## config.mk

```make
export PLATFORM = sky130hd
export DESIGN_NAME = stage28_pixel_packer_flat
export DESIGN_NICKNAME = d
export VERILOG_FILES = /design/src/rtl/stage28_pixel_packer_if.sv /design/src/rtl/stage28_pixel_packer.sv /design/src/flat_wrapper.sv
export SDC_FILE = /design/constraint.sdc
export NUM_CORES = 1
export LEC_CHECK = 0
export ABC_AREA = 1
export CORE_MARGIN = 5
export CORE_UTILIZATION = 35
export DETAILED_ROUTE_END_ITERATION = 12
export PLACE_DENSITY_LB_ADDON = 0.12
export REMOVE_ABC_BUFFERS = 1
export SKIP_LAST_GASP = 1
export SLEW_MARGIN = 20
export SYNTH_ARGS = -nofsm -noshare
export SYNTH_HDL_FRONTEND = slang
export SYNTH_SLANG_ARGS = --single-unit
```

## constraint.sdc

```tcl
create_clock -name clk -period 3.9 [get_ports clk]
set_clock_uncertainty 0.1 [all_clocks]
set_input_delay 0.78 -clock clk [delete_from_list [all_inputs] [get_ports clk]]
set_output_delay 0.78 -clock clk [all_outputs]
set_load 0.005 [all_outputs]
```

## src/rtl/stage28_pixel_packer_if.sv

```systemverilog
// ---------------------------------------------------------------------------
// stage28_pixel_packer_if
//
// Purpose: bundles the channel-input handshake, frame control and packed
// pixel output of stage28_pixel_packer into one interface.
//
// Signals:
//   start     frame start request (honoured only while the packer is idle)
//   stall     downstream hold; forces in_ready low
//   in_valid  in_data holds a channel value
//   in_data   signed channel value, CH_W bits
//   in_ready  packer can accept in_data this cycle
//   out_data  packed pixel word, CH_W*CH_NUM bits
//   out_valid out_data is a real pixel this cycle
//   out_col   column index of out_data
//   out_row   row index of out_data
//   out_last  out_data is the final pixel of the frame
//   busy      packer is packing or draining
//   done      one-cycle pulse at the end of the drain period
//
// Modports:
//   master  frame source / sink side (drives start, stall, in_valid, in_data)
//   slave   the packer itself
// ---------------------------------------------------------------------------
interface stage28_pixel_packer_if #(
  parameter int CH_W   = 16,
  parameter int CH_NUM = 3,
  parameter int POS_W  = 5
);

  logic                      start;
  logic                      stall;
  logic                      in_valid;
  logic signed [CH_W-1:0]    in_data;
  logic                      in_ready;
  logic [CH_W*CH_NUM-1:0]    out_data;
  logic                      out_valid;
  logic [POS_W-1:0]          out_col;
  logic [POS_W-1:0]          out_row;
  logic                      out_last;
  logic                      busy;
  logic                      done;

  modport master (
    output start,
    output stall,
    output in_valid,
    output in_data,
    input  in_ready,
    input  out_data,
    input  out_valid,
    input  out_col,
    input  out_row,
    input  out_last,
    input  busy,
    input  done
  );

  modport slave (
    input  start,
    input  stall,
    input  in_valid,
    input  in_data,
    output in_ready,
    output out_data,
    output out_valid,
    output out_col,
    output out_row,
    output out_last,
    output busy,
    output done
  );

endinterface

```

## src/rtl/stage28_pixel_packer.sv

```systemverilog
// ---------------------------------------------------------------------------
// stage28_pixel_packer
//
// Purpose: accepts a serial stream of signed channel values over a
// valid/ready handshake and packs every CH_NUM consecutive channels into one
// pixel word (first channel in the most significant slot). Each word is
// tagged with its column/row position in a COLS x ROWS feature map. After the
// final pixel of a frame the block idles for DRAIN_CYC cycles so the
// free-running delay line downstream can flush, then pulses done.
//
// Ports:
//   clk   rising-edge clock
//   rst   synchronous, active-low reset
//   bus   stage28_pixel_packer_if.slave (handshake, control, pixel output)
//
// Optional build macro:
//   STAGE28_PACK_RELU_EN  when defined, negative channel values are stored
//                         as zero; non-negative values pass unchanged.
//                         Handshake, latency and counters are unaffected.
//
// Output behaviour: out_valid is high for exactly one cycle per word, and
// out_data is forced to zero on every other cycle because the downstream
// delay line shifts every cycle. out_col/out_row/out_last hold their last
// values between words.
// ---------------------------------------------------------------------------
module stage28_pixel_packer #(
  parameter int CH_W      = 16,
  parameter int CH_NUM    = 3,
  parameter int COLS      = 28,
  parameter int ROWS      = 28,
  parameter int DRAIN_CYC = 29
) (
  input  logic                  clk,
  input  logic                  rst,
  stage28_pixel_packer_if.slave bus
);

  localparam int WORD_W   = CH_W * CH_NUM;
  localparam int POS_W    = 5;
  localparam int CH_CNT_W = (CH_NUM > 1) ? $clog2(CH_NUM) : 1;
  localparam int DRAIN_W  = (DRAIN_CYC > 1) ? $clog2(DRAIN_CYC) : 1;

  localparam logic [CH_CNT_W-1:0] CH_LAST    = CH_CNT_W'(CH_NUM - 1);
  localparam logic [POS_W-1:0]    COL_LAST   = POS_W'(COLS - 1);
  localparam logic [POS_W-1:0]    ROW_LAST   = POS_W'(ROWS - 1);
  localparam logic [DRAIN_W-1:0]  DRAIN_LAST = DRAIN_W'(DRAIN_CYC - 1);
  // Drain count one cycle before the last; done is registered so it is
  // raised on this count and therefore visible while drain_cnt==DRAIN_LAST.
  localparam logic [DRAIN_W-1:0]  DRAIN_PRE  = DRAIN_W'((DRAIN_CYC > 1) ? DRAIN_CYC - 2 : 0);

  typedef enum logic [1:0] {
    IDLE  = 2'd0,
    PACK  = 2'd1,
    DRAIN = 2'd2
  } state_t;

  state_t                state;
  logic [CH_CNT_W-1:0]   ch_cnt;
  logic [POS_W-1:0]      col_cnt;
  logic [POS_W-1:0]      row_cnt;
  logic [DRAIN_W-1:0]    drain_cnt;

  logic [WORD_W-1:0]     part_p0;
  logic signed [CH_W-1:0] ch_val_p0;
  logic [WORD_W-1:0]     word_p0;
  logic                  in_ready;
  logic                  take;
  logic                  word_end;
  logic                  frame_end;

  logic [WORD_W-1:0]     out_data_p1;
  logic                  out_valid_p1;
  logic [POS_W-1:0]      out_col_p1;
  logic [POS_W-1:0]      out_row_p1;
  logic                  out_last_p1;
  logic                  busy_r;
  logic                  done_r;

  // Optional clamp of negative channel values to zero.
  function automatic logic signed [CH_W-1:0] relu_clamp(input logic signed [CH_W-1:0] v);
`ifdef STAGE28_PACK_RELU_EN
    relu_clamp = v[CH_W-1] ? '0 : v;
`else
    relu_clamp = v;
`endif
  endfunction

  // ---- stage p0: handshake and slot insertion into the partial word ----
  assign in_ready  = (state == PACK) && !bus.stall;
  assign take      = bus.in_valid && in_ready;
  assign ch_val_p0 = relu_clamp(bus.in_data);
  assign word_end  = take && (ch_cnt == CH_LAST);
  assign frame_end = word_end && (col_cnt == COL_LAST) && (row_cnt == ROW_LAST);

  // Slot k occupies the k-th most significant CH_W bits of the word.
  always_comb begin
    word_p0 = part_p0;
    for (int k = 0; k < CH_NUM; k++) begin
      if (ch_cnt == CH_CNT_W'(k)) begin
        word_p0[(CH_NUM-1-k)*CH_W +: CH_W] = ch_val_p0;
      end
    end
  end

  // ---- stage p1: FSM, position counters and registered pixel output ----
  always_ff @(posedge clk) begin
    if (!rst) begin
      state        <= IDLE;
      ch_cnt       <= '0;
      col_cnt      <= '0;
      row_cnt      <= '0;
      drain_cnt    <= '0;
      part_p0      <= '0;
      out_data_p1  <= '0;
      out_valid_p1 <= 1'b0;
      out_col_p1   <= '0;
      out_row_p1   <= '0;
      out_last_p1  <= 1'b0;
      busy_r       <= 1'b0;
      done_r       <= 1'b0;
    end else begin
      out_valid_p1 <= 1'b0;
      out_data_p1  <= '0;

      case (state)
        IDLE: begin
          done_r <= 1'b0;
          if (bus.start) begin
            state  <= PACK;
            busy_r <= 1'b1;
          end
        end

        PACK: begin
          if (take) begin
            if (word_end) begin
              out_valid_p1 <= 1'b1;
              out_data_p1  <= word_p0;
              out_col_p1   <= col_cnt;
              out_row_p1   <= row_cnt;
              out_last_p1  <= frame_end;
              part_p0      <= '0;
              ch_cnt       <= '0;

              if (col_cnt == COL_LAST) begin
                col_cnt <= '0;
                row_cnt <= (row_cnt == ROW_LAST) ? '0 : row_cnt + 1'b1;
              end else begin
                col_cnt <= col_cnt + 1'b1;
              end

              if (frame_end) begin
                state     <= DRAIN;
                drain_cnt <= '0;
                done_r    <= (DRAIN_CYC == 1);
              end
            end else begin
              part_p0 <= word_p0;
              ch_cnt  <= ch_cnt + 1'b1;
            end
          end
        end

        DRAIN: begin
          if (drain_cnt == DRAIN_LAST) begin
            state     <= IDLE;
            busy_r    <= 1'b0;
            done_r    <= 1'b0;
            drain_cnt <= '0;
          end else begin
            drain_cnt <= drain_cnt + 1'b1;
            done_r    <= (drain_cnt == DRAIN_PRE);
          end
        end

        default: begin
          state  <= IDLE;
          busy_r <= 1'b0;
          done_r <= 1'b0;
        end
      endcase
    end
  end

  assign bus.in_ready  = in_ready;
  assign bus.out_data  = out_data_p1;
  assign bus.out_valid = out_valid_p1;
  assign bus.out_col   = out_col_p1;
  assign bus.out_row   = out_row_p1;
  assign bus.out_last  = out_last_p1;
  assign bus.busy      = busy_r;
  assign bus.done      = done_r;

endmodule

```

## src/flat_wrapper.sv

```systemverilog
// flat-port wrapper written by rule: the top's interface ports become plain ports
module stage28_pixel_packer_flat 
#(
  parameter int CH_W      = 16,
  parameter int CH_NUM    = 3,
  parameter int COLS      = 28,
  parameter int ROWS      = 28,
  parameter int DRAIN_CYC = 29
)
  (clk, rst, bus_start, bus_stall, bus_in_valid, bus_in_data, bus_in_ready, bus_out_data, bus_out_valid, bus_out_col, bus_out_row, bus_out_last, bus_busy, bus_done);
  stage28_pixel_packer_if #(.CH_W(CH_W), .CH_NUM(CH_NUM)) bus_i ();
  input  logic clk;
  input  logic rst;
  input wire logic [$bits(bus_i.start)-1:0] bus_start;
  input wire logic [$bits(bus_i.stall)-1:0] bus_stall;
  input wire logic [$bits(bus_i.in_valid)-1:0] bus_in_valid;
  input wire logic [$bits(bus_i.in_data)-1:0] bus_in_data;
  output wire logic [$bits(bus_i.in_ready)-1:0] bus_in_ready;
  output wire logic [$bits(bus_i.out_data)-1:0] bus_out_data;
  output wire logic [$bits(bus_i.out_valid)-1:0] bus_out_valid;
  output wire logic [$bits(bus_i.out_col)-1:0] bus_out_col;
  output wire logic [$bits(bus_i.out_row)-1:0] bus_out_row;
  output wire logic [$bits(bus_i.out_last)-1:0] bus_out_last;
  output wire logic [$bits(bus_i.busy)-1:0] bus_busy;
  output wire logic [$bits(bus_i.done)-1:0] bus_done;
  assign bus_i.start = bus_start;
  assign bus_i.stall = bus_stall;
  assign bus_i.in_valid = bus_in_valid;
  assign bus_i.in_data = bus_in_data;
  assign bus_in_ready = bus_i.in_ready;
  assign bus_out_data = bus_i.out_data;
  assign bus_out_valid = bus_i.out_valid;
  assign bus_out_col = bus_i.out_col;
  assign bus_out_row = bus_i.out_row;
  assign bus_out_last = bus_i.out_last;
  assign bus_busy = bus_i.busy;
  assign bus_done = bus_i.done;
  stage28_pixel_packer #(.CH_W(CH_W), .CH_NUM(CH_NUM), .COLS(COLS), .ROWS(ROWS), .DRAIN_CYC(DRAIN_CYC)) u_core (.clk(clk), .rst(rst), .bus(bus_i));
endmodule
```

* Yosys cells after proc, flatten, opt, wreduce, memory -nomap -nowiden
Cells that the tools add are included.
** Storage, ports and cells
- Flip-flop bits (word level) :: 129
- Output and inout bits :: 63
- Logic and storage cells :: 76
** Cells by class
- $add $sub $neg :: 4
- Eq/ne operators :: 13
- Mux-type cells :: 27
- Bitwise operators :: 1
- Reduce and logical (&&, ||, !) cells :: 18
** Operators with widths (count)
- $mux W16 :: 3
- $mux W48 :: 1
- $mux W5 :: 6
- $eq A5 B5 Y1 const B :: 4
- $add A5 B1 Y5 const B :: 3
- $mux W2 :: 6
- $reduce_and A3 Y1 :: 4
- $reduce_and A4 Y1 :: 3
- $pmux W5 S2 :: 1
- $ne A2 B1 Y1 const B :: 4
- $mux W1 :: 7
- $pmux W2 S3 :: 1
- $logic_and A1 B1 Y1 :: 5
- $reduce_and A5 Y1 :: 1
- $eq A2 B1 Y1 const B :: 2
- $eq A2 B2 Y1 const B :: 2
- $logic_not A2 Y1 :: 2
- $pmux W1 S3 :: 1
- $add A2 B1 Y2 const B :: 1
- $ne A2 B2 Y1 const B :: 1
- $pmux W1 S2 :: 1
- $reduce_and A2 Y1 :: 1
- $reduce_bool A2 Y1 :: 1
- $logic_not A1 Y1 :: 1
- $not A1 Y1 :: 1

* Longest topological paths before layout
Gate-level depths: netlist of run 1.
- Depth in word-level cells :: 10
- Gate-level depth with buffers :: 9
- Gate-level depth less buffers :: 9

* Worst setup path before layout of run 1
OpenSTA, ideal clock, no wires.
- Path kind :: input port to flip-flop
- Start :: in bus_stall
- End :: reg u_core.out_data_p1[37], in the netlist u_core.bus.out_data[37]
- Arrival time :: 1652 ps
- Slack :: 2084 ps
- Stages on the path :: 9
- Path buffers :: 2
- Cells stage by stage :: inv_1 -> nand3_1 -> nor2_1 -> nand2_1 -> nor2_2 -> inv_2 -> buf_6 -> buf_2 -> nor2_1
** On the way
- Word-level cells in the longest chain between the ends :: 5
** RTL lines
- start, declared :: RTL line flat_wrapper.sv:15 : input wire logic [$bits(bus_i.stall)-1:0] bus_stall;
- $logic_not A1 Y1 (*) :: RTL line stage28_pixel_packer.sv:89 : assign in_ready = (state == PACK) && !bus.stall;
- $logic_and A1 B1 Y1 (*) :: RTL line stage28_pixel_packer.sv:89
- $logic_and A1 B1 Y1 (*) :: RTL line stage28_pixel_packer.sv:90 : assign take = bus.in_valid && in_ready;
- $logic_and A1 B1 Y1 :: RTL line stage28_pixel_packer.sv:92 : assign word_end = take && (ch_cnt == CH_LAST);
- $reduce_and A4 Y1 (no source line) (*)
- end signal, assigned :: RTL line stage28_pixel_packer.sv:138 : out_data_p1 <= word_p0;
- end, declared :: RTL line stage28_pixel_packer.sv:71 : logic [WORD_W-1:0] out_data_p1;
Mark *: on every way between the ends. The rest lies on a longest branch, timed or not.
A chain may end at the register's enable or synchronous reset.

* Final worst setup path of run 1
- Start :: in bus_stall
- End :: out bus_in_ready
** On the way
- Word-level cells in the longest chain between the ends :: 2
** RTL lines
- $logic_not A1 Y1 :: RTL line stage28_pixel_packer.sv:89
- $logic_and A1 B1 Y1 :: RTL line stage28_pixel_packer.sv:89
- end, declared :: RTL line flat_wrapper.sv:18 : output wire logic [$bits(bus_i.in_ready)-1:0] bus_in_ready;
No other way between the ends.

==> summary.md, run 1 <==
### Route
* 0 — number of nets with antenna violations after routing
* 12.0 mm — final WL
* 233 — initial detailed-routing violation count
* 4.62 — vias per cell
* 4136 — Vias
* 4 — first-pass iteration count of the detailed router
* 0 — number of remaining DRC errors
* 13.3 µm — routed wire length per instance

### Min path
* register to register — Min-Delay Path Class
* u_core.part_p0[6] — Hold Path Origin
* 2 — instance count along the most critical hold path
* u_core.part_p0[6] — terminating pin of the worst hold path

### Final layout
* 6370 µm² — post-route design area
* 729 — number of nets in the layout
* 8.38% — fraction of final layout cells sized beyond drive strength 1
* 31.0% — layout overhead on the synthesized area
* 46.2% — final core utilization
* 1395 — Filler Cell Count
* 0 — n_diodes

### GRT
* 19.7 mm — first-pass GRT wire length
* 15.3% — GRT Resource Usage Total
* 49 — maximum number of pins on one net before global-route repair
* 0 — final global-route overflow total
* 3994 — vias in the first global route
* 0 — number of antenna violations at the first check in global routing

### STA
* 330 ps — Post-Route Hold Slack
* 71.8% — post-route clock period utilization
* no — setup repair after global routing missed its margin
* 808 ps — actual transition at the worst max-transition pin
* 357 MHz — Max Fclk
* 0 ps — Total Negative Setup Slacks
* 46.1% — Slew HR
* 2800 ps — Min Clock Period, post-route
* 0 — Max Slew Vio Count
* 0 — total count of hold-check failures in the final report
* 0 — final setup violation count

### Clock tree
* 4 — H-tree Lvls
* sky130_fd_sc_hd__clkbuf_16 — CTS Root Cell
* built — CTS tree
* 0 — post-CTS resize count
* 129 — clock net sink count
* 0 — cts-stage hold buffer count
* 410 ps — clock latency on the worst-skew pair
* 2 — CTS max path bufs
* 50 ps — clock transition at the registers of the reported paths
* 17 — total clock buffers created by CTS
* 0 — number of buffers added for setup after CTS

### Synthesis
* 7.74 µm² — post-synthesis average cell area
* 53.1% — area fraction of the dominant cell type after synthesis
* 28 — number of distinct library cells after synthesis
* sky130_fd_sc_hd__dfxtp_1 — cell taking the most area after synthesis
* sky130_fd_sc_hd__dfxtp_1, sky130_fd_sc_hd__nand2_1, sky130_fd_sc_hd__a21oi_1, sky130_fd_sc_hd__nor2_1, sky130_fd_sc_hd__inv_1 — most area-consuming cells after synthesis
* 0 — yosys synthesis warning count
* 129 — FF+latch count, synth
* 4860 µm² — Cell Area, Synth
* 53.1% — register area share after synthesis
* 628 — cells after synthesis

### Placement
* 83 — count of input and output buffers
* 0.752 — GPL Wtd Cong
* 7.57 mm — detailed-placement wirelength estimate
* 5820 µm² — area after detailed placement

### Job
* 0 — max-cap check violation count

### Power and ir drop
* 464 nW/µm² — total power per unit cell area
* 2.46 nW — Leak Pwr
* 0.00296 W — sum of internal, switching and leakage power
* 0.268 mV — maximum VDD drop

### Setup path
* output pin — Worst setup EP type
* u_core.part_p0[21] — worst reg2reg path endpoint
* 6 — depth of the worst register-to-register path
* input port to output pin — Setup Crit Path Kind
* 2 — critical path fanouts, max
* 3020 ps — data required time of the worst path
* 1380 ps — setup slack of the most critical reg-to-reg path
* u_core.ch_cnt[0] — launching point of the worst reg2reg path
* 1920 ps — arrival time worst endpoint
* input port — startpoint type of the worst setup path

### Die
* 16300 µm² — die area
* 43 — Rows
* 35.3% — initial core utilization
* 128 µm — width of the die
* 13800 µm² — Core ar.
* 128 µm — Die H
* 84 — num ports

### Outcome
* finished clean — result of the run

==> through the flow <==
step           std cells  setup WS, ps
2_1_floorplan        597          1550
3_3_place_gp         865           868
3_5_place_dp         865           778
4_1_cts              896          1090
5_1_grt              896           983
6_report             896          1100
==> worst max-delay path, cell delays in order <==
cell and delay (ps):
sky130_fd_sc_hd__clkdlybuf4s50_1 470, sky130_fd_sc_hd__nor2_4 160, sky130_fd_sc_hd__clkdlybuf4s50_1 510
==> power by group <==
part / leakage [nW] / switching [W] / internal, W / total, W
clock: 0.270 / 0.000534 / 0.000936 / 0.00147
combinational: 1.15 / 0.0000953 / 0.0000562 / 0.000151
sequential: 1.04 / 0.00000605 / 0.00133 / 0.00133
total: 2.46 / 0.000635 / 0.00232 / 0.00296
==> kinds of logic (layout without fill, tap and decap cells) <==
kind of cell,count (synthesis),count (layout),synth area share [%]
flip-flops,129,129,53.1
AO/OA/AOI/OAI,121,121,13.5
adder cells (fa/ha/maj),4,4,1.03
buffers and inverters,100,188,8.31
XOR/XNOR,4,4,0.721
AND/OR/NAND/NOR,270,270,23.3
==> final cells by class <==
class / count / area (µm²) / share of cell area [%]
Clock inverter: 5 / 52.6 / 0.825
Clock buffer: 26 / 499 / 7.84
Sequential cell: 129 / 2580 / 40.5
Timing Repair Buffer: 88 / 868 / 13.6
Tap cell: 180 / 225 / 3.54
Inverter: 69 / 260 / 4.09
Multi-Input combinational cell: 399 / 1880 / 29.5
==> state kept, by name, indices dropped and copies added (netlist names), 5 cells and up <==
| name | flops |
|---|---|
| u_core.bus.out_col | 5 |
| u_core.drain_cnt | 5 |
| u_core.bus.out_row | 5 |
| u_core.part_p0 | 48 |
| u_core.row_cnt | 5 |
| u_core.bus.out_data | 48 |
| u_core.col_cnt | 5 |
==> synthesized netlist by cell type <==
| master | n |
|---|---|
| sky130_fd_sc_hd__nand2_1 | 156 |
| sky130_fd_sc_hd__dfxtp_1 | 129 |
| sky130_fd_sc_hd__a21oi_1 | 69 |
| sky130_fd_sc_hd__nor2_1 | 68 |
| sky130_fd_sc_hd__inv_1 | 66 |
| sky130_fd_sc_hd__o21ai_0 | 31 |
| sky130_fd_sc_hd__clkbuf_1 | 19 |
| sky130_fd_sc_hd__o21a_1 | 16 |
| sky130_fd_sc_hd__or2_2 | 16 |
| sky130_fd_sc_hd__buf_2 | 10 |
| sky130_fd_sc_hd__nand3_1 | 10 |
| sky130_fd_sc_hd__nand4_1 | 5 |
| sky130_fd_sc_hd__ha_1 | 4 |
| sky130_fd_sc_hd__xor2_1 | 4 |
| sky130_fd_sc_hd__a211oi_1 | 3 |
| sky130_fd_sc_hd__nor2_2 | 3 |
| sky130_fd_sc_hd__nor3_1 | 3 |
| sky130_fd_sc_hd__nor3b_1 | 3 |
| sky130_fd_sc_hd__buf_6 | 2 |
| sky130_fd_sc_hd__nand2_2 | 2 |
| sky130_fd_sc_hd__nor2_4 | 2 |
| sky130_fd_sc_hd__a31o_2 | 1 |
| sky130_fd_sc_hd__a31oi_1 | 1 |
| sky130_fd_sc_hd__and3_1 | 1 |
| sky130_fd_sc_hd__clkinv_1 | 1 |
| sky130_fd_sc_hd__clkinv_2 | 1 |
| sky130_fd_sc_hd__inv_2 | 1 |
| sky130_fd_sc_hd__nand2_4 | 1 |
==> placed cells by master (no fill, tap or decap), drive strengths merged <==
cell	n
nand2	159
dfxtp	129
clkdlybuf4s50	83
nor2	73
a21oi	69
inv	67
o21ai	31
clkbuf	26
or2	16
o21a	16
nand3	10
nand4	5
buf	5
clkinv	5
xor2	4
ha	4
nor3	3
nor3b	3
a211oi	3
and3	1
a31o	1
a31oi	1
bufinv	1
clkinvlp	1
==> worst max path at each step <==
stage / from / to / slack [ps] / cells after the start
floorplan: rst / u_core.bus.out_data[16] / 1550 / 4
global placement: bus_stall / u_core.row_cnt[3] / 870 / 7
detailed placement: bus_stall / u_core.row_cnt[3] / 780 / 7
CTS: bus_stall / bus_in_ready / 1090 / 3
global route: bus_stall / u_core.row_cnt[2] / 980 / 7
finish: bus_stall / bus_in_ready / 1100 / 3
==> layer usage <==
layer | up-vias | wire length [µm] | global-route usage (%)
li1 | 2116 | - | -
met1 | 1905 | 5480 | 18.9
met2 | 104 | 5650 | 24.6
met3 | 11 | 701 | 5.54
met4 | 0 | 119 | 5.31
met5 | - | 0 | 0
Power figures use the tool's default switching activity.
==> run 2, diff against run 1 <==
==> constraint.sdc (replaced) <==
create_clock -name clk -period 2.6 [get_ports clk]
set_clock_uncertainty 0.1 [all_clocks]
set_input_delay 0.52 -clock clk [delete_from_list [all_inputs] [get_ports clk]]
set_output_delay 0.52 -clock clk [all_outputs]
set_load 0.005 [all_outputs]
==> run 2 against run 1 <==
Non-clock buffer count grew 8. Flip-flop and latch count is the same. Count of clock-buffer cells in the layout down 6. Sequential share of layout area decreased by 0.80 points. Core utilization rose by 0.93 points. Final cell count grew 1.0%. Worst hold slack improved by 0.59 ps. Critical path type unchanged. Largest cell class unchanged. Largest power group unchanged.
==> summary.md, run 2 (same netlist as run 1, synthesis figures left out) <==
### GRT
* 5.08% — fraction of met3 tracks used by global routing, -0.46 points
* 0 — number of antenna violations at the first check in global routing, unchanged
* 0 — final global-route overflow total, unchanged
* 14.7% — GRT Resource Usage Total, -0.59 points
* 3920 — vias in the first global route, -1.9%
* 49 — maximum number of pins on one net before global-route repair, unchanged
* 23.9% — routing usage on met2, -0.68 points
* 18.3% — GR Layer Usage met1, -0.60 points
* 19.0 mm — first-pass GRT wire length, -3.3%
* met2 — layer with the highest usage after global routing

### Setup path
* 3 — count of cell instances traversed by the critical path, unchanged
* 630 ps — setup slack of the most critical reg-to-reg path, -750 ps
* 520 ps — largest stage delay on the critical path, about the same
* 6 — depth of the worst register-to-register path, unchanged
* u_core.row_cnt[3] — worst reg2reg path endpoint
* clkdlybuf4s50_1, nor2_4, clkdlybuf4s50_1 — critical path, cell by cell
* sky130_fd_sc_hd__clkdlybuf4s50_1 — slowest stage cell, crit path
* 2 — critical path fanouts, max, unchanged
* output pin — Worst setup EP type
* sky130_fd_sc_hd__clkdlybuf4s50_1 — Crit path top cell by count
* buffers and inverters — cell type group with the largest total delay on the critical path
* 1660 ps — arrival time worst endpoint, -260 ps
* 2 — count of buffer and inverter cells on the critical path, unchanged
* 1980 ps — data required time of the worst path, -1040 ps
* u_core.ch_cnt[1] — launching point of the worst reg2reg path
* input port — startpoint type of the worst setup path
* input port to output pin — Setup Crit Path Kind

### STA
* 798 ps — actual transition at the worst max-transition pin, -9.87 ps
* 0 ps — Total Negative Setup Slacks, unchanged
* 0 — final setup violation count, unchanged
* 46.8% — Slew HR, +0.66 points
* 0 — total count of hold-check failures in the final report, unchanged
* 87.5% — post-route clock period utilization
* 0 — Max Slew Vio Count, unchanged
* 439 MHz — Max Fclk
* 330 ps — Post-Route Hold Slack, +0.594 ps
* 2280 ps — Min Clock Period, post-route
* no — setup repair after global routing missed its margin

### Clock tree
* 420 ps — clock latency on the worst-skew pair, about the same
* 129 — clock net sink count, unchanged
* 0 — number of buffers added for setup after CTS, unchanged
* sky130_fd_sc_hd__clkbuf_16 — CTS Root Cell
* 17 — total clock buffers created by CTS, unchanged
* built — CTS tree
* 2 — CTS max path bufs, unchanged
* 4 — H-tree Lvls, unchanged
* 60 ps — clock transition at the registers of the reported paths, about the same
* 0 — cts-stage hold buffer count, unchanged
* 0 — post-CTS resize count, unchanged

### Final layout
* 737 — number of nets in the layout, +1.1%
* 33.7% — layout overhead on the synthesized area
* sky130_fd_sc_hd__nand2_1 — most common library cell in the layout ignoring fill and taps
* 0 — n_diodes, unchanged
* sky130_fd_sc_hd__nand2_1, sky130_fd_sc_hd__dfxtp_1, sky130_fd_sc_hd__clkdlybuf4s50_1, sky130_fd_sc_hd__a21oi_1, sky130_fd_sc_hd__nor2_1 — highest-count cells in the layout ignoring fill and taps
* 10.2% — fraction of final layout cells sized beyond drive strength 1, +1.8 points

### Power and ir drop
* 0.456 mV — maximum VDD drop, +70%
* 720 nW/µm² — total power per unit cell area, +55%
* 2.52 nW — Leak Pwr, +2.5%

### Route
* 0 — number of nets with antenna violations after routing, unchanged
* 0 — number of remaining DRC errors, unchanged
* 4080 — Vias, -1.4%
* 6 — first-pass iteration count of the detailed router, +2
* 214 — initial detailed-routing violation count, -8.2%
* 11.4 mm — final WL, -4.2%
* 12.7 µm — routed wire length per instance, -5.1%
* 4.51 — vias per cell, -2.3%

### Die
* 13800 µm² — Core ar., unchanged
* 35.3% — initial core utilization, unchanged
* 84 — num ports, unchanged
* 43 — Rows, unchanged
* 128 µm — width of the die, unchanged
* 128 µm — Die H, unchanged
* 16300 µm² — die area, unchanged

### Placement
* 7.52 mm — detailed-placement wirelength estimate, -0.71%
* 0.753 — GPL Wtd Cong, about the same
* 83 — count of input and output buffers, unchanged

### Outcome
* finished clean — result of the run

### Min path
* u_core.part_p0[10] — Hold Path Origin
* register to register — Min-Delay Path Class
* u_core.part_p0[10] — terminating pin of the worst hold path
* 2 — instance count along the most critical hold path, unchanged

### Job
* 0 — max-cap check violation count, unchanged

## run 2: cell types whose count changed in the layout (fill, tap and decap cells not counted)
cell / change
sky130_fd_sc_hd__buf_4: +8
sky130_fd_sc_hd__nor2_2: +1
sky130_fd_sc_hd__clkbuf_8: -1
sky130_fd_sc_hd__nor2_4: -1
sky130_fd_sc_hd__clkinvlp_4: +2
sky130_fd_sc_hd__clkinv_4: +4
sky130_fd_sc_hd__bufinv_16: +2
sky130_fd_sc_hd__clkinv_2: -1
sky130_fd_sc_hd__clkbuf_1: -5
## run 2: worst max-delay path by stage
stage,from,end
after floorplan,rst,u_core.bus.out_data[16]
after global placement,bus_stall,u_core.bus.out_data[16]
after detailed placement,bus_stall,u_core.bus.out_data[31]
after CTS,u_core.state[1],bus_in_ready
after global routing,u_core.state[1],bus_in_ready
final,bus_stall,bus_in_ready
## run 2: metal layers
| metal | share of wire (%) | vias to the layer above |
|---|---|---|
| li1 | - | 2143 |
| met1 | 47 | 1847 |
| met2 | 47 | 83 |
| met3 | 5.6 | 7 |
| met4 | 0.80 | 0 |
| met5 | 0 | - |
## run 2: per-stage QoR
stage	setup WS [ps]	std cells	power [W]	area, µm²	utilization (%)
floorplan	512	597	0.00217	4720	-
CTS	318	905	0.00474	6500	47.2
finish	325	905	0.00468	6500	47.2
global placement	245	873	0.00227	5870	42.6
global route	257	905	0.00485	6500	47.2
detailed placement	178	873	0.00227	5870	42.6
## run 2: worst register-to-register path, cell delays in order (launching register included)
cell and delay [ps]:
sky130_fd_sc_hd__dfxtp_1 430, sky130_fd_sc_hd__nand2_2 130, sky130_fd_sc_hd__buf_4 220, sky130_fd_sc_hd__nor2_4 390, sky130_fd_sc_hd__nand2_2 150, sky130_fd_sc_hd__o21ai_0 200, sky130_fd_sc_hd__nor3b_1 260
## run 2: area by class of cell
type | instances | area [µm²]
Timing Repair Buffer | 96 | 928
Tap cell | 180 | 225
Fill cell | 1382 | 7280
Clock inverter | 12 | 158
Clock buffer | 20 | 467
Sequential cell | 129 | 2580
Multi-Input combinational cell | 399 | 1880
Inverter | 69 | 260
## run 2: power by group
group          internal, W  switching, W  total (W)  leakage [nW]
clock              0.00158      0.000868    0.00245         0.298
combinational    0.0000899      0.000139   0.000229          1.18
sequential         0.00199    0.00000849    0.00200          1.04
total              0.00367       0.00102    0.00468          2.52
==> run 3, diff against run 2 <==
--- a/config.mk
+++ b/config.mk
@@ -5,8 +5,7 @@
 export SDC_FILE = /design/constraint.sdc
 export NUM_CORES = 1
 export LEC_CHECK = 0
-export ABC_AREA = 1
-export CORE_MARGIN = 5
+export ABC_CLOCK_PERIOD_IN_PS = 2600
 export CORE_UTILIZATION = 35
 export DETAILED_ROUTE_END_ITERATION = 12
 export PLACE_DENSITY_LB_ADDON = 0.12
==> run 3 against run 2 <==
Sequential share of layout area decreased by 1.6 points. Flip-flop and latch count unchanged. Die area fell by 7.2%. Total power increased by 4.1%. Core utilization up 0.84 points.
==> summary.md, run 3 <==
### Outcome
* finished clean — result of the run

### Setup path
* u_core.state[0] — source of the critical timing path
* 3 — count of cell instances traversed by the critical path, unchanged
* 1980 ps — data required time of the worst path, about the same
* 500 ps — largest stage delay on the critical path, -20 ps
* 1 — count of buffer and inverter cells on the critical path, -1
* output pin — Worst setup EP type
* register to output pin — Setup Crit Path Kind
* u_core.drain_cnt[2] — worst reg2reg path endpoint
* u_core.col_cnt[0] — launching point of the worst reg2reg path
* 1830 ps — arrival time worst endpoint, +170 ps
* nor2b_2, nor2b_1, clkdlybuf4s50_1 — critical path, cell by cell
* sky130_fd_sc_hd__clkdlybuf4s50_1 — slowest stage cell, crit path
* 5 — depth of the worst register-to-register path, -1
* bus_in_ready — capture point of the critical path
* 640 ps — setup slack of the most critical reg-to-reg path, about the same
* buffers and inverters — cell type group with the largest total delay on the critical path
* 7 — critical path fanouts, max, +5
* register — startpoint type of the worst setup path

### Route
* 14.3 µm — routed wire length per instance, +13%
* 272 — initial detailed-routing violation count, +27%
* 12.1 mm — final WL, +5.7%
* 4177 — Vias, +2.4%
* 0 — number of nets with antenna violations after routing, unchanged
* 4.94 — vias per cell, +9.5%
* 0 — number of remaining DRC errors, unchanged
* 4 — first-pass iteration count of the detailed router, -2

### Die
* 123 µm — width of the die, -3.7%
* 84 — num ports, unchanged
* 15200 µm² — die area, -7.2%
* 36.4% — initial core utilization, +1.1 points
* 43 — Rows, unchanged
* 123 µm — Die H, -3.7%
* 14100 µm² — Core ar., +2.3%

### Placement
* 0.711 — GPL Wtd Cong, -5.6%
* 7.97 mm — detailed-placement wirelength estimate, +6.1%
* 83 — count of input and output buffers, unchanged

### Clock tree
* 17 — total clock buffers created by CTS, unchanged
* sky130_fd_sc_hd__clkbuf_16 — CTS Root Cell
* 2 — CTS max path bufs, unchanged
* 0 — number of buffers added for setup after CTS, unchanged
* 0 — post-CTS resize count, unchanged
* built — CTS tree
* 0 — cts-stage hold buffer count, unchanged
* 4 — H-tree Lvls, unchanged
* 129 — clock net sink count, unchanged
* 420 ps — clock latency on the worst-skew pair, about the same
* 60 ps — clock transition at the registers of the reported paths, about the same

### Final layout
* 2320 µm² — area of the multi-input gates, +24%
* 678 — number of nets in the layout, -8.0%
* 31.8% — layout overhead on the synthesized area
* 1351 — Filler Cell Count, -2.2%
* 0 — n_diodes, unchanged
* 48.0% — final core utilization, +0.84 points
* 9.46% — fraction of final layout cells sized beyond drive strength 1, -0.75 points
* sky130_fd_sc_hd__nand2_1, sky130_fd_sc_hd__dfxtp_1, sky130_fd_sc_hd__clkdlybuf4s50_1, sky130_fd_sc_hd__a21oi_1, sky130_fd_sc_hd__a21boi_1 — highest-count cells in the layout ignoring fill and taps
* 2580 µm² — area taken by flip-flops and latches, unchanged
* sky130_fd_sc_hd__nand2_1 — most common library cell in the layout ignoring fill and taps

### GRT
* 17.3% — GRT Resource Usage Total, +2.7 points
* 0 — number of antenna violations at the first check in global routing, unchanged
* 50 — maximum number of pins on one net before global-route repair, +2.0%
* 20.2 mm — first-pass GRT wire length, +6.1%
* 3988 — vias in the first global route, +1.7%
* 0 — final global-route overflow total, unchanged

### Synthesis
* sky130_fd_sc_hd__nand2_1 — cell with the most instances after synthesis
* 5140 µm² — Cell Area, Synth, +5.7%
* 0% — proportion of synthesized flip-flops having asynchronous set or reset, unchanged
* sky130_fd_sc_hd__nand2_1, sky130_fd_sc_hd__dfxtp_1, sky130_fd_sc_hd__a21oi_1 — most used standard cells in the synthesized netlist
* 50.3% — register area share after synthesis, -2.8 points
* 50 — number of distinct library cells after synthesis, +79%
* 0.195% — multiplexer fraction of the synthesized cell area, +0.19 points
* 8.87 µm² — post-synthesis average cell area, +15%
* 17.0% — area fraction in compound gates after synthesis, +3.5 points
* 26.8% — simple-gate share of the synthesized area, +3.6 points
* 579 — cells after synthesis, -7.8%
* sky130_fd_sc_hd__dfxtp_1 — most used flip-flop cell after synthesis
* simple AND/OR/NAND/NOR gates — dominant combinational cell family by area after synthesis
* 0 — number of synthesized flops with an enable pin, unchanged
* 0.974% — fraction of the mapped netlist area in adder cells, -0.055 points
* 0.171% — XOR/XNOR Fraction of Synth Area, -0.55 points
* 50.3% — area fraction of the dominant cell type after synthesis, -2.8 points
* 129 — FF+latch count, synth, unchanged
* sky130_fd_sc_hd__dfxtp_1, sky130_fd_sc_hd__nand2_1, sky130_fd_sc_hd__a21oi_1, sky130_fd_sc_hd__a21boi_1, sky130_fd_sc_hd__nor2b_1 — most area-consuming cells after synthesis
* sky130_fd_sc_hd__dfxtp_1 — cell taking the most area after synthesis
* 0 — yosys synthesis warning count, unchanged

### STA
* no — setup repair after global routing missed its margin
* 0 ps — Total Negative Setup Slacks, unchanged
* 713 ps — actual transition at the worst max-transition pin, -85.1 ps
* 94.4% — post-route clock period utilization, +6.9 points
* 2450 ps — Min Clock Period, post-route, +179 ps
* 52.4% — Slew HR, +5.6 points
* 407 MHz — Max Fclk, -7.3%
* 0 — Max Slew Vio Count, unchanged
* 0 — total count of hold-check failures in the final report, unchanged
* 0 — final setup violation count, unchanged

### Power and ir drop
* 0.00488 W — sum of internal, switching and leakage power, +4.1%
* 41.3% — part of the power in registers, -1.4 points
* 0.00388 W — Internal, +5.9%
* 720 nW/µm² — total power per unit cell area, about the same
* 20.4% — switching share of power, -1.3 points
* 0.393 mV — maximum VDD drop, -14%
* 0.000994 W — NetSw, -2.2%
* 2.47 nW — Leak Pwr, -2.0%
* 4.1% — Gate power share, -0.8 points
* 54.7% — part of the power in the clock network, +2.3 points

### Job
* 0 — max-cap check violation count, unchanged

### Min path
* u_core.part_p0[37] — Hold Path Origin
* register to register — Min-Delay Path Class

==> run 3: power groups by stage <==
stage	logic [W]	registers [W]	clock network [W]
final	0.000199	0.00201	0.00266
after floorplan	0.0000903	0.00206	0
after global placement	0.000195	0.00205	0
after global routing	0.000218	0.00201	0.00281
after CTS	0.000200	0.00201	0.00272
after detailed placement	0.000199	0.00205	0
==> run 3: layout make-up <==
class                           instances  area share (%)
Sequential cell                       129            38.2
Multi-Input combinational cell        403            34.4
Timing Repair Buffer                   99            14.2
Clock buffer                           18            6.34
Clock inverter                         14            3.49
Tap cell                              180            3.33
Inverter                                3           0.166
==> run 3: through the flow <==
step                      cell area [µm²]  setup WS (ps)  instances  hold WS, ps
after floorplan                      4920           -155        535          331
after global placement               6100            303        814          338
after detailed placement             6100            227        814          341
after CTS                            6770           40.0        846          352
after global routing                 6770           38.2        846          375
final                                6770            146        846          349
==> run 3: worst min-delay path: stages (launching register included) <==
cell and delay, ps:
sky130_fd_sc_hd__dfxtp_1 300, sky130_fd_sc_hd__nand2_1 50, sky130_fd_sc_hd__a21boi_1 50
==> run 3: worst min path at each step <==
stage | to | cells after the start
floorplan | u_core.part_p0[37] | 2
global placement | u_core.part_p0[37] | 2
detailed placement | u_core.bus.out_data[9] | 2
CTS | u_core.part_p0[37] | 2
global route | u_core.bus.out_row[4] | 2
finish | u_core.part_p0[37] | 2
==> run 3: cell families after synthesis <==
family,Yosys count
AO/OA/AOI/OAI,134
multiplexers,1
adder cells (fa/ha/maj),4
AND/OR/NAND/NOR,263
flip-flops,129
buffers and inverters,47
XOR/XNOR,1
==> run 3: per-layer routing <==
metal	vias up	global-route usage, %	part of all wire [%]	wire, µm
met5	-	0	0	0
li1	2118	-	-	-
met4	0	8.13	1.4	166
met3	10	4.80	5.6	678
met1	1958	22.8	48	5840
met2	91	26.2	45	5410
